**config.mk**
```make
export PLATFORM = sky130hd
export DESIGN_NAME = l2reqfifo
export DESIGN_NICKNAME = d
export VERILOG_FILES = /design/src/rtl/l2reqfifo.sv
export SDC_FILE = /design/constraint.sdc
export NUM_CORES = 1
export LEC_CHECK = 0
export BUFFER_PORTS_ARGS = -buffer_cell sky130_fd_sc_hd__buf_2
export CAP_MARGIN = 20
export CORE_MARGIN = 4
export CORE_UTILIZATION = 59
export CTS_BUF_LIST = sky130_fd_sc_hd__clkbuf_8
export DETAILED_ROUTE_END_ITERATION = 12
export PLACE_DENSITY = 0.81
export SLEW_MARGIN = 30
export SYNTH_ARGS = -nofsm -noshare
export SYNTH_HDL_FRONTEND = slang
export SYNTH_SLANG_ARGS = --single-unit
```
**constraint.sdc**
```tcl
create_clock -name clk -period 3.5 [get_ports clk]
set_input_delay 0.175 -clock clk [delete_from_list [all_inputs] [get_ports clk]]
set_output_delay 0.175 -clock clk [all_outputs]
set_load 0.02 [all_outputs]
```
**src/rtl/l2reqfifo.sv**
```systemverilog
// Request queue in front of the L2 tag pipeline: arbitrates icache/dcache requests
// round-robin and buffers them in strict FIFO order behind a valid/ready handshake.
module l2reqfifo #(
   parameter int unsigned DEPTH = 4,
   parameter int unsigned PTR_W = 2
) (
   input  logic             clk,
   input  logic             rst,
   input  logic             icache_req_valid,
   input  logic [29:0]      icache_req_addr,
   output logic             l2reqfifo_icache_ready,
   input  logic             dcache_req_valid,
   input  logic [29:0]      dcache_req_addr,
   input  logic             dcache_req_wen,
   input  logic [3:0]       dcache_req_wmask,
   input  logic [31:0]      dcache_req_wdata,
   output logic             l2reqfifo_dcache_ready,
   output logic             l2reqfifo_valid,
   output logic             l2reqfifo_dcache,
   output logic [29:0]      l2reqfifo_addr,
   output logic             l2reqfifo_wen,
   output logic [3:0]       l2reqfifo_wmask,
   output logic [31:0]      l2reqfifo_wdata,
   input  logic             l2tag_l2reqfifo_ready,
   output logic [PTR_W:0]   l2reqfifo_count
);

   typedef struct packed {
      logic        dcache;
      logic [29:0] addr;
      logic        wen;
      logic [3:0]  wmask;
      logic [31:0] wdata;
   } entry_t;

   entry_t           mem_q [DEPTH];
   entry_t           wentry;
   entry_t           head;
   logic [PTR_W-1:0] rptr_q, rptr_d;
   logic [PTR_W-1:0] wptr_q, wptr_d;
   logic [PTR_W:0]   count_q, count_d;
   logic             rr_dcache_q, rr_dcache_d;  // 1: dcache wins the next contested cycle
   logic             full, empty, accept_ok;
   logic             grant_i, grant_d, contested;
   logic             push, pop;

   assign full      = (count_q == (PTR_W+1)'(DEPTH));
   assign empty     = (count_q == '0);
   // Reset gates the readies combinationally so they read 0 while rst is held low.
   assign accept_ok = rst & ~full;
   assign contested = icache_req_valid & dcache_req_valid;
   assign grant_d   = dcache_req_valid & (~icache_req_valid | rr_dcache_q);
   assign grant_i   = icache_req_valid & (~dcache_req_valid | ~rr_dcache_q);

   assign l2reqfifo_icache_ready = accept_ok & grant_i;
   assign l2reqfifo_dcache_ready = accept_ok & grant_d;

   assign push = l2reqfifo_icache_ready | l2reqfifo_dcache_ready;
   assign pop  = ~empty & l2tag_l2reqfifo_ready;

   always_comb begin
      wentry = '0;
      if (grant_d) begin
         wentry.dcache = 1'b1;
         wentry.addr   = dcache_req_addr;
         wentry.wen    = dcache_req_wen;
         wentry.wmask  = dcache_req_wmask;
         wentry.wdata  = dcache_req_wdata;
      end else begin
         wentry.addr   = icache_req_addr;
      end
   end

   always_comb begin
      rptr_d      = rptr_q;
      wptr_d      = wptr_q;
      count_d     = count_q;
      rr_dcache_d = rr_dcache_q;
      if (push) begin
         wptr_d = wptr_q + 1'b1;
      end
      if (pop) begin
         rptr_d = rptr_q + 1'b1;
      end
      if (push && !pop) begin
         count_d = count_q + 1'b1;
      end else if (pop && !push) begin
         count_d = count_q - 1'b1;
      end
      if (push && contested) begin
         rr_dcache_d = grant_i;
      end
   end

   always_ff @(posedge clk or negedge rst) begin
      if (!rst) begin
         rptr_q      <= '0;
         wptr_q      <= '0;
         count_q     <= '0;
         rr_dcache_q <= 1'b1;
      end else begin
         rptr_q      <= rptr_d;
         wptr_q      <= wptr_d;
         count_q     <= count_d;
         rr_dcache_q <= rr_dcache_d;
      end
   end

   // Storage is intentionally not reset; contents are meaningless while empty.
   always_ff @(posedge clk) begin
      if (push) begin
         mem_q[wptr_q] <= wentry;
      end
   end

   assign head            = mem_q[rptr_q];
   assign l2reqfifo_valid = ~empty;
   assign l2reqfifo_count = count_q;

   always_comb begin
      l2reqfifo_dcache = 1'b0;
      l2reqfifo_addr   = '0;
      l2reqfifo_wen    = 1'b0;
      l2reqfifo_wmask  = '0;
      l2reqfifo_wdata  = '0;
      if (!empty) begin
         l2reqfifo_dcache = head.dcache;
         l2reqfifo_addr   = head.addr;
         l2reqfifo_wen    = head.wen;
         l2reqfifo_wmask  = head.wmask;
         l2reqfifo_wdata  = head.wdata;
      end
   end

endmodule

```
-- Yosys cells after proc, flatten, opt, wreduce, memory -nomap -nowiden
Memories as Yosys holds them, arrays and structs flattened.
Index checks and enable logic that the tools add are counted.
W data, S select, Z words.
- register bits after elaboration: 8
- RAM bits: 272
- input bits: 102
- output and inout port bits: 74
- word-level logic and storage cells: 44
- memories: 1
- add/sub/neg operators: 4
- equal/unequal tests: 1
- muxes and demuxes: 12
- bitwise operators: 15
- reduce and logical (&&, ||, !) cells: 7
- memories (memory ; depth ; bits a word ; read ports ; clocked after Yosys merged registers in ; write ports ; line ; text):
    mem_q ; 4 ; 68 ; 1 ; 0 ; 1 ; 36 ; entry_t mem_q [DEPTH];
- operators with widths (operator ; count):
    $mux W30 ; 2
    $mux W37 ; 1
    $mux W32 ; 1
    $and A1 B1 Y1 ; 7
    $mux W3 ; 2
    $mux W1 ; 5
    $not A1 Y1 ; 5
    $add A2 B1 Y2 const B ; 2
    $mux W4 ; 1
    $add A3 B1 Y3 const B ; 1
    $eq A3 B3 Y1 const B ; 1
    $logic_and A1 B1 Y1 ; 3
    $logic_not A3 Y1 ; 1
    $or A1 B1 Y1 ; 3
    $sub A3 B1 Y3 const B ; 1
    $logic_not A1 Y1 ; 2
    $reduce_bool A2 Y1 ; 1

-- Logic depth before layout (Yosys ltp)
Gate-level depths: netlist (run 1).
- depth in word-level cells: 9
- depth in mapped cells: 9
- depth with buffers taken out: 8

-- Worst setup path before layout (run 1)
No wires, ideal clock.
- path type: flip-flop to flip-flop
- start: reg count_q[0] (netlist: l2reqfifo_count[0])
- end: mem mem_q[0][0] in the netlist's numbering, enable pin
- arrival time: 2.591 ns
- required time: 3.066 ns
- path slack: 0.475 ns
- cell stages (with the launch flop): 4
- buffers on the path: 0
- cells stage by stage: dfrtp_1 or3b_1 o211a_2 and2_1
- cells in the longest elaborated chain, start to end: 7
- elaborated cells on any way between the ends: 8
- classes of those cells: eq/ne: 1; mux: 2; bitwise: 5
- ends and longest elaborated chain (item ; line ; text):
    start: declaration ; 41 ; logic [PTR_W:0] count_q, count_d;
    start signal: assignment ; 104 ; count_q <= count_d;
    $eq A3 B3 Y1 (*) ; 47 ; assign full = (count_q == (PTR_W+1)'(DEPTH));
    $not A1 Y1 (*) ; 50 ; assign accept_ok = rst & ~full;
    $and A1 B1 Y1 (*) ; 50 ;
    $and A1 B1 Y1 (on tied branches) ; 55, 56 ;
    $or A1 B1 Y1 (*) ; 58 ; assign push = l2reqfifo_icache_ready | l2reqfifo_dcache_ready;
    via push ; 45 ; logic push, pop;
    $mux W1 (*) ; 111 ; if (push) begin
    $mux W1 (implied by the code) (*) ; 112 ; mem_q[wptr_q] <= wentry;
    end: declaration ; 36 ;
Mark *: on every way through the listed nets, which the timed path passes. The rest lies on a longest branch.

-- Final worst setup path (run 1)
- start: reg rptr_q[0]
- end: out l2reqfifo_wdata[30]
- cells in the longest elaborated chain, start to end: 2
- ends and longest elaborated chain (item ; line ; text):
    start: declaration ; 39 ; logic [PTR_W-1:0] rptr_q, rptr_d;
    start signal: assignment ; 102 ; rptr_q <= rptr_d;
    $mem_v2 Z4 W68 ; -- ;
    $mux W32 ; 126 ; if (!empty) begin
    end: declaration ; 23 ; output logic [31:0] l2reqfifo_wdata,
No other way between the ends.

==> results.sh, run 1 <==
export IMPL_grt_pass1_vias=6776
export IMPL_timing_final_crit_period_ps=2740
export IMPL_initial_utilization_pct=60.5
export IMPL_fillers=1114
export IMPL_std_cell_rows=50
export IMPL_area_share_of_the_largest_cell_type_after_synthesis_pct=71.5
export IMPL_dp_worst_setup_slack_ps=1230
export IMPL_area_growth_syn_to_layout_pct=22.3
export IMPL_worst_ir_drop_vdd_mv=0.701
export IMPL_synth_largest_area_cell="sky130_fd_sc_hd__edfxtp_1"
export IMPL_grtUsageTotal_pct=21.7
export IMPL_worst_r2r_path_depth=8
export IMPL_yosys_cell_count_top_type="sky130_fd_sc_hd__edfxtp_1"
export IMPL_worst_slack_ps=755
export IMPL_placedCellCount=963
export IMPL_postCtsSetupBuffers=0
export IMPL_post_layout_total_power_mw=11.3
export IMPL_port_buffers=175
export IMPL_startpoint_type="flop"
export IMPL_clock_fmax_mhz=364
export IMPL_run_status="complete, no violations"
export IMPL_seq_area_frac_synth_pct=73.2
export IMPL_design_core_area_um2=18900
export IMPL_synth_edff_count=272
export IMPL_final_non_filler_cell_total=1103
export IMPL_worstSetupEndpointType="output port"
export IMPL_clock_tree_htree_level_count=2
export IMPL_synth_area_per_cell_um2=20.8
export IMPL_boundaryPins=176
export IMPL_ys_async_sr_fraction_pct=2.86
export IMPL_grt_remaining_overflow=0
export IMPL_routabilityCongestion=0.739
export IMPL_die_width_um=147
export IMPL_detail_route_first_pass_iterations=4
export IMPL_grt_antenna_before_repair=0
export IMPL_cap_violations=0
export IMPL_detailed_placement_wirelength_estimate_mm=13.2
export IMPL_ys_ff_latch=280
export IMPL_synthDistinctLibCells=26
export IMPL_post_synth_inst_count=549
export IMPL_min_period_over_period_pct=78.4
export IMPL_rsz0062_at_grt="false"
export IMPL_crit_arrival_ps=2570
export IMPL_skew_ps=14.8
export IMPL_fp_dieArea_um2=21700
export IMPL_final_setup_viol_count=0
export IMPL_avgViaCountPerCell=5.54
export IMPL_clk_root_buffer_cell="sky130_fd_sc_hd__clkbuf_8"
export IMPL_placement_cell_area_um2=12600
export IMPL_number_of_sinks_driven_by_the_clock_tree=280
export IMPL_drtAntennaViolNets=0
export IMPL_worst_slew_margin_rel_pct=54.0
export IMPL_synth_commonest_cells="sky130_fd_sc_hd__edfxtp_1 (272), sky130_fd_sc_hd__and2_1 (109), sky130_fd_sc_hd__mux4_2 (68)"
export IMPL_layout_drive_gt1_share_pct=41.0
export IMPL_numCtsBuffers=44
export IMPL_routed_via_count=6109
export IMPL_cts_resized_gates=0
export IMPL_wl_mm=23.2
export IMPL_dr_first_iter_drc_count=280
export IMPL_finalInstanceArea_um2=14000
export IMPL_tritoncts="yes"
export IMPL_hold_violations=0
export IMPL_crit_required_ps=3320
export IMPL_floorplan_die_height_um=147
export IMPL_clkLatencyLatePin_ps=520
export IMPL_worst_slew_pin_slew_ps=690
export IMPL_power_density_nw_per_um2=812
export IMPL_remaining_drc_errors=0
export IMPL_synth_warnings=0
export IMPL_syn_area_um2=11400
export IMPL_ctsLongestPathBuffers=3
export IMPL_final_max_slew_viol_count=0
export IMPL_worstSetupPathType="flop to output port"
export IMPL_min_path_cells=2
export IMPL_cts_hold_buf=63
export IMPL_number_of_nets_in_the_finished_design=920
export IMPL_netlist_top_cells_area="sky130_fd_sc_hd__edfxtp_1 (71%), sky130_fd_sc_hd__mux4_2 (13%), sky130_fd_sc_hd__and2_1 (6.0%)"
export IMPL_cellLeakagePower_nw=5.08
export IMPL_largest_net_degree_at_the_start_of_global_routing=71
export IMPL_antennaDiodeCount=0
export IMPL_synth_main_ff_cell="sky130_fd_sc_hd__edfxtp_1"
export IMPL_grt_first_pass_wirelength_mm=36.3
export IMPL_mappedNetlistNets=657
export IMPL_routed_wire_length_per_instance_um=21.0
export IMPL_min_delay_path_class="input port to flop"
export IMPL_clk_pin_slew_worst_paths_ps=60
export IMPL_critical_path_peak_fanout=25
export IMPL_final_setup_tns_ps=0
-- per-stage QoR --
| step | utilization [%] | hold WS, ps |
|---|---|---|
| final | 74.0 | 29.6 |
| after global routing | 74.0 | 5.39 |
| after CTS | 74.0 | 1.00 |
| after detailed placement | 66.5 | 53.5 |
| after global placement | 66.3 | 48.7 |
| after floorplan | - | -121 |
-- cell usage in the layout, fill, tap and decap left out, drive strengths merged --
cell,Yosys,routed
ha,5,5
nor2,2,2
inv,5,23
bufinv,0,1
and3,1,1
edfxtp,272,272
fa,1,1
mux2,32,32
or3b,1,1
buf,20,185
xnor2,5,5
clkbuf,11,47
o211a,1,1
xor2,2,2
mux4,68,68
dlygate4sd3,0,63
dfstp,1,1
dfrtp,7,7
and2,109,109
nand4,1,1
o21ai,1,1
or3,1,1
clkinv,0,11
nand3,2,2
nand2,1,1
-- path summary, 6_finish.rpt --
kind	startpoint	slack [ps]	to
hold / removal	dcache_req_wdata[25]	30	mem_q[1][25]$_DFFE_PP_
setup / recovery	rptr_q[0]$_DFFE_PN0P_	760	l2reqfifo_wdata[30]
setup reg to reg	l2reqfifo_count[0]$_DFFE_PN0P_	1220	l2reqfifo_count[2]$_DFFE_PN0P_
max in group asynchronous	rst	3180	rr_dcache_q$_DFFE_PN1P_
hold reg to reg	rr_dcache_q$_DFFE_PN1P_	530	rr_dcache_q$_DFFE_PN1P_
min in group asynchronous	rst	50	wptr_q[1]$_DFFE_PN0P_
-- state kept, by name, indices dropped and copies added (netlist names) --
signal / cells
l2reqfifo_count: 3
mem_q: 272
rptr_q: 2
rr_dcache_q: 1
wptr_q: 2
-- kinds of logic after synthesis --
kind of cell / synth area share [%]
xor gates and xnor gates: 0.536
and+or+nand+nor: 6.39
DFF: 73.2
muxes: 16.6
adders and majority gates: 0.723
buffers and inverters: 2.40
AOI/OAI and AO/OA: 0.131
-- routing by layer --
layer | vias to the layer above | GRT usage [%] | wire (um)
met5 | - | 0 | 0
met4 | 0 | 5.64 | 477
met2 | 247 | 37.3 | 12100
met1 | 3119 | 28.6 | 9150
li1 | 2700 | - | -
met3 | 43 | 4.66 | 1450
-- worst max-delay path: stages, from the launching register on --
cell and delay, ps:
sky130_fd_sc_hd__dfrtp_4 760, sky130_fd_sc_hd__buf_4 400, sky130_fd_sc_hd__mux4_2 550, sky130_fd_sc_hd__and2_1 170
sky130_fd_sc_hd__buf_2 150
-- power by group --
group          total, mW  switching, mW  leakage, nW  internal (mW)
Clock               2.46           1.16        0.472           1.30
Sequential          4.73          0.349         2.60           4.39
Combinational       4.15           2.27         2.01           1.88
-- area by class of cell --
type                    instances  area [um^2]  share of cell area, %
clock buffers                  47          647                   4.63
inverters                       5         18.8                  0.134
multi-input cells             233         2810                   20.1
flip-flops and latches        280         8380                   59.9
clock inverters                30          143                   1.02
repair buffers                248         1660                   11.9
well taps                     260          325                   2.33
(Power assumes the default switching activity.)
==> run 2: changes to the inputs <==
CORE_UTILIZATION = 53   (was 59)
PLACE_DENSITY = 0.77   (was 0.81)
clock period = 2.2 ns   (was 3.5 ns; I/O delays follow)
==> run 2 against run 1 <==
The run now ends with setup timing left. Cell area is 11% higher. Worst setup slack lost 850 ps. Critical endpoint is now l2reqfifo_addr[19]. Sequential share of layout area is 6.0 points lower. Flip-flop and latch count unchanged. Routed wire length grew 11%. Largest power group is now combinational logic. Non-clock buffer count up 70. Utilization fell by 0.37 points.
==> results.sh, run 2 (same netlist as run 1, synthesis figures left out) <==
export IMPL_critical_path_peak_fanout=5
export IMPL_max_ffs_per_register=272
export IMPL_final_setup_tns_ps=-2490
export IMPL_dp_worst_setup_slack_ps=13.2
export IMPL_fillers=1209
export IMPL_placedCellCount=985
export IMPL_final_max_slew_viol_count=0
export IMPL_antennaDiodeCount=0
export IMPL_largest_net_degree_at_the_start_of_global_routing=71
export IMPL_area_growth_syn_to_layout_pct=35.8
export IMPL_clk_root_buffer_cell="sky130_fd_sc_hd__clkbuf_8"
export IMPL_timing_final_crit_period_ps=2300
export IMPL_routed_wire_length_per_instance_um=21.7
export IMPL_skew_ps=17.8
export IMPL_finalInstanceArea_um2=15500
export IMPL_most_common_layout_cells="sky130_fd_sc_hd__edfxtp_1 (272), sky130_fd_sc_hd__buf_2 (109), sky130_fd_sc_hd__dlygate4sd3_1 (100), sky130_fd_sc_hd__and2_4 (70), sky130_fd_sc_hd__buf_6 (70)"
export IMPL_number_of_sinks_driven_by_the_clock_tree=280
export IMPL_numCtsBuffers=43
export IMPL_crit_required_ps=2090
export IMPL_remaining_drc_errors=0
export IMPL_grt_pass1_vias=6774
export IMPL_grtUsageTotal_pct=20.1
export IMPL_final_non_filler_cell_total=1191
export IMPL_failed_checks="setup timing"
export IMPL_ctsLongestPathBuffers=3
export IMPL_boundaryPins=176
export IMPL_worstSetupPathType="flop to output port"
export IMPL_tritoncts="yes"
export IMPL_grt_first_pass_wirelength_mm=36.9
export IMPL_cap_violations=0
export IMPL_hold_violations=0
export IMPL_post_layout_total_power_mw=21.4
export IMPL_fp_dieArea_um2=24000
export IMPL_largest_register="mem_q"
export IMPL_min_delay_path_class="input port to flop"
export IMPL_clkLatencyLatePin_ps=530
export IMPL_avgViaCountPerCell=5.39
export IMPL_routabilityCongestion=0.738
export IMPL_detailed_placement_wirelength_estimate_mm=13.1
export IMPL_initial_utilization_pct=54.2
export IMPL_layout_drive_gt1_share_pct=49.5
export IMPL_min_period_over_period_pct=104
export IMPL_final_common_cell="sky130_fd_sc_hd__edfxtp_1"
export IMPL_clk_pin_slew_worst_paths_ps=60
export IMPL_detail_route_first_pass_iterations=4
export IMPL_routed_via_count=6415
export IMPL_final_setup_viol_count=64
export IMPL_drtAntennaViolNets=0
export IMPL_final_seq_area_um2=8380
export IMPL_grt_remaining_overflow=0
export IMPL_clock_fmax_mhz=435
export IMPL_wl_mm=25.8
export IMPL_worst_slack_ps=-96.8
export IMPL_grt_antenna_before_repair=0
export IMPL_rsz0062_at_grt="true"
export IMPL_startpoint_type="flop"
export IMPL_std_cell_rows=53
export IMPL_clock_tree_htree_level_count=2
export IMPL_run_status="finished with violations"
export IMPL_cellLeakagePower_nw=5.78
export IMPL_crit_arrival_ps=2190
export IMPL_dr_first_iter_drc_count=545
export IMPL_worst_ir_drop_vdd_mv=0.876
export IMPL_die_width_um=155
export IMPL_placement_cell_area_um2=12700
export IMPL_power_density_nw_per_um2=1380
export IMPL_floorplan_die_height_um=155
export IMPL_port_buffers=175
export IMPL_design_core_area_um2=21100
export IMPL_worstSetupEndpointType="output port"
export IMPL_number_of_nets_in_the_finished_design=993
export IMPL_multiInputGateArea_um2=3020
export IMPL_worst_slew_pin_slew_ps=587
export IMPL_worst_slew_margin_rel_pct=60.9
run 2: cell types whose count changed in the layout (fill, tap and decap cells not counted), sizes merged:
cell | previous run | this run
clkbuf | 47 | 50
inv | 23 | 21
clkinv | 11 | 14
buf | 185 | 213
and2 | 109 | 113
dlygate4sd3 | 63 | 100
run 2: layout make-up:
type	count	share of cell area [%]
clock buffers	45	3.99
clock inverters	31	0.967
inverters	5	0.121
multi-input cells	237	19.5
flip-flops and latches	280	54.0
well taps	275	2.22
repair buffers	318	19.3
run 2: through the flow:
step / hold slack, ps / utilization [%]
after global routing: 39.1 / 73.6
after detailed placement: 46.1 / 60.0
after global placement: 40.7 / 59.6
final: 52.3 / 73.6
after floorplan: -186 / -
after CTS: 18.6 / 70.5
run 2: final timing paths:
kind,cells after the start,end,slack [ps],from
max,5,l2reqfifo_addr[19],-100,rptr_q[0]$_DFFE_PN0P_
max reg2reg,4,mem_q[3][62]$_DFFE_PP_,70,rr_dcache_q$_DFFE_PN1P_
min,2,mem_q[0][22]$_DFFE_PP_,50,dcache_req_wdata[22]
max in group asynchronous,3,rr_dcache_q$_DFFE_PN1P_,1890,rst
min in group asynchronous,3,l2reqfifo_count[2]$_DFFE_PN0P_,100,rst
min reg2reg,1,l2reqfifo_count[2]$_DFFE_PN0P_,520,l2reqfifo_count[2]$_DFFE_PN0P_
run 2: power by group:
part	internal, mW	switching (mW)	leakage, nW
registers	6.98	0.340	2.60
clock network	2.00	1.84	0.459
logic	5.68	4.58	2.73
total	14.7	6.76	5.78
run 2: what timing repair did:
item,in CTS,in global routing
gates cloned,5,11
resized for setup,84,132
hold buffers,100,0
pin swaps,0,5
endpoints found under the setup margin,70,181
hold endpoints to repair,275,0
setup buffers,5,9
run 2: critical path, cell delays in order (launching register included):
cell and delay [ps]:
sky130_fd_sc_hd__dfrtp_4 500, sky130_fd_sc_hd__buf_12 150, sky130_fd_sc_hd__clkbuf_16 150, sky130_fd_sc_hd__mux4_2 540
sky130_fd_sc_hd__and2_4 190, sky130_fd_sc_hd__buf_6 120
run 2: per-layer routing:
layer | global-route usage [%] | routed length [um] | vias up
met2 | 35.6 | 13700 | 283
met5 | 0 | 0 | -
li1 | - | - | 2856
met3 | 4.00 | 1820 | 47
met1 | 25.5 | 9680 | 3229
met4 | 5.85 | 557 | 0
==> run 3: changes to the inputs <==
CORE_ASPECT_RATIO = 1.75   (was not set)
CORE_MARGIN = not set   (was 4)
CORE_UTILIZATION = 51   (was 53)
CTS_BUF_LIST = sky130_fd_sc_hd__clkbuf_16   (was sky130_fd_sc_hd__clkbuf_8)
PLACE_DENSITY = 0.75   (was 0.77)
==> run 3 against run 2 <==
Largest cell class unchanged. The flow still finishes with violations (setup timing). Flip-flop and latch count did not move. Worst setup slack better by 19 ps. Highest routed layer unchanged. Clock-buffer cell count decreased by 20. Largest power group unchanged.
==> results.sh, run 3 (same netlist as run 1, synthesis figures left out) <==
export IMPL_run_status="finished with violations"
export IMPL_failed_checks="setup timing"
export IMPL_crit_required_ps=2090
export IMPL_m1WireLength_mm=9.00
export IMPL_critical_path_peak_fanout=8
export IMPL_grt_remaining_overflow=0
export IMPL_clock_fmax_mhz=439
export IMPL_cellLeakagePower_nw=5.51
export IMPL_area_growth_syn_to_layout_pct=32.6
export IMPL_dr_first_iter_drc_count=360
export IMPL_maxUsedRoutingLayer="met4"
export IMPL_final_common_cell="sky130_fd_sc_hd__edfxtp_1"
export IMPL_final_max_slew_viol_count=0
export IMPL_worst_slew_margin_rel_pct=72.4
export IMPL_final_setup_viol_count=37
export IMPL_cap_violations=0
export IMPL_grtUsageTotal_pct=21.8
export IMPL_clk_root_buffer_cell="sky130_fd_sc_hd__clkbuf_16"
export IMPL_remaining_drc_errors=0
export IMPL_wl_mm=24.4
export IMPL_final_setup_tns_ps=-1400
export IMPL_final_non_filler_cell_total=1164
export IMPL_floorplan_die_height_um=200
export IMPL_numCtsBuffers=24
export IMPL_multiInputGateArea_um2=2940
export IMPL_min_period_over_period_pct=104
export IMPL_worstSetupPathType="flop to output port"
export IMPL_worstSetupEndpointType="output port"
export IMPL_layout_drive_gt1_share_pct=46.0
export IMPL_met2_length_mm=13.6
export IMPL_tritoncts="yes"
export IMPL_largest_register="mem_q"
export IMPL_worst_slack_ps=-77.3
export IMPL_die_width_um=115
export IMPL_routed_wire_length_per_instance_um=20.9
export IMPL_grt_first_pass_wirelength_mm=36.9
export IMPL_worst_slew_pin_slew_ps=415
export IMPL_grt_antenna_before_repair=0
export IMPL_fillers=1392
export IMPL_rsz0062_at_grt="true"
export IMPL_crit_arrival_ps=2170
export IMPL_max_ffs_per_register=272
export IMPL_number_of_sinks_driven_by_the_clock_tree=280
export IMPL_most_common_layout_cells="sky130_fd_sc_hd__edfxtp_1 (272), sky130_fd_sc_hd__buf_2 (128), sky130_fd_sc_hd__dlygate4sd3_1 (100), sky130_fd_sc_hd__mux4_2 (68), sky130_fd_sc_hd__and2_1 (58)"
export IMPL_std_cell_rows=72
export IMPL_clk_pin_slew_worst_paths_ps=70
export IMPL_drtAntennaViolNets=0
export IMPL_startpoint_type="flop"
export IMPL_ctsLongestPathBuffers=3
export IMPL_worst_ir_drop_vdd_mv=1.12
export IMPL_total_met3_wirelength_after_detailed_routing_um=978
export IMPL_clock_tree_htree_level_count=1
export IMPL_boundaryPins=176
export IMPL_post_layout_total_power_mw=20.4
export IMPL_min_delay_path_class="input port to flop"
export IMPL_final_seq_area_um2=8380
export IMPL_detail_route_first_pass_iterations=4
export IMPL_finalInstanceArea_um2=15100
export IMPL_placedCellCount=1009
export IMPL_skew_ps=7.44
export IMPL_post_route_utilization_pct=68.6
export IMPL_antennaDiodeCount=0
export IMPL_largest_net_degree_at_the_start_of_global_routing=71
export IMPL_grt_pass1_vias=6854
export IMPL_design_core_area_um2=22100
export IMPL_routed_via_count=6149
export IMPL_port_buffers=175
export IMPL_fp_dieArea_um2=23000
export IMPL_number_of_nets_in_the_finished_design=959
export IMPL_hold_violations=0
export IMPL_avgViaCountPerCell=5.28
export IMPL_detailed_placement_wirelength_estimate_mm=13.8
export IMPL_routabilityCongestion=0.726
export IMPL_timing_final_crit_period_ps=2280
export IMPL_placement_cell_area_um2=12700
export IMPL_power_density_nw_per_um2=1350
export IMPL_clkLatencyLatePin_ps=510
export IMPL_initial_utilization_pct=51.8
-- run 3: cell count changes in the layout (fill, tap and decap cells not counted), sizes merged --
cell / before / now
clkinvlp: 0 / 3
and2: 113 / 109
buf: 213 / 206
clkinv: 14 / 10
inv: 21 / 10
clkbuf: 50 / 26
bufinv: 1 / 0
-- run 3: timing repair --
action	in CTS	in global routing
setup endpoints to repair	69	154
hold buffers	100	0
hold endpoints to repair	275	0
buffers inserted	8	0
cloned	4	1
gates resized for setup	107	53
-- run 3: final timing paths --
check | depth (start not counted) | slack (ps) | startpoint | to
max | 6 | -80 | rptr_q[0]$_DFFE_PN0P_ | l2reqfifo_wdata[16]
min | 2 | 20 | dcache_req_wdata[31] | mem_q[1][31]$_DFFE_PP_
max reg2reg | 4 | 40 | rr_dcache_q$_DFFE_PN1P_ | mem_q[0][62]$_DFFE_PP_
min reg2reg | 1 | 530 | l2reqfifo_count[2]$_DFFE_PN0P_ | l2reqfifo_count[2]$_DFFE_PN0P_
max in group asynchronous | 3 | 1880 | rst | rr_dcache_q$_DFFE_PN1P_
min in group asynchronous | 3 | 90 | rst | rptr_q[1]$_DFFE_PN0P_
-- run 3: per-stage QoR --
step / worst slack [ps] / hold slack [ps]
final: -77.3 / 18.8
after global placement: 102 / 41.4
after CTS: -102 / 6.15
after global routing: -134 / 25.2
after floorplan: -79.2 / -186
after detailed placement: 20.1 / 52.0
-- run 3: power breakdown --
part / internal, mW / switching, mW
clock network: 2.07 / 1.80
registers: 6.97 / 0.310
logic: 4.92 / 4.34
-- run 3: critical path, stage by stage (launching register included) --
cell	delay, ps
sky130_fd_sc_hd__dfrtp_4	500
sky130_fd_sc_hd__buf_12	140
sky130_fd_sc_hd__buf_12	130
sky130_fd_sc_hd__buf_16	150
sky130_fd_sc_hd__mux4_2	440
sky130_fd_sc_hd__and2_4	170
sky130_fd_sc_hd__buf_6	120
-- run 3: cell type report --
type / instances / share of cell area [%]
Clock buffer: 25 / 4.13
Clock inverter: 18 / 0.628
Inverter: 5 / 0.124
Multi-Input combinational cell: 233 / 19.4
Sequential cell: 280 / 55.3
Tap cell: 296 / 2.44
Timing Repair Buffer: 307 / 17.9
-- run 3: layer usage --
metal / vias to the layer above / global-route usage (%)
li1: 2783 / -
met1: 3128 / 25.4
met2: 181 / 40.2
met3: 57 / 2.57
met4: 0 / 9.62
met5: - / 0
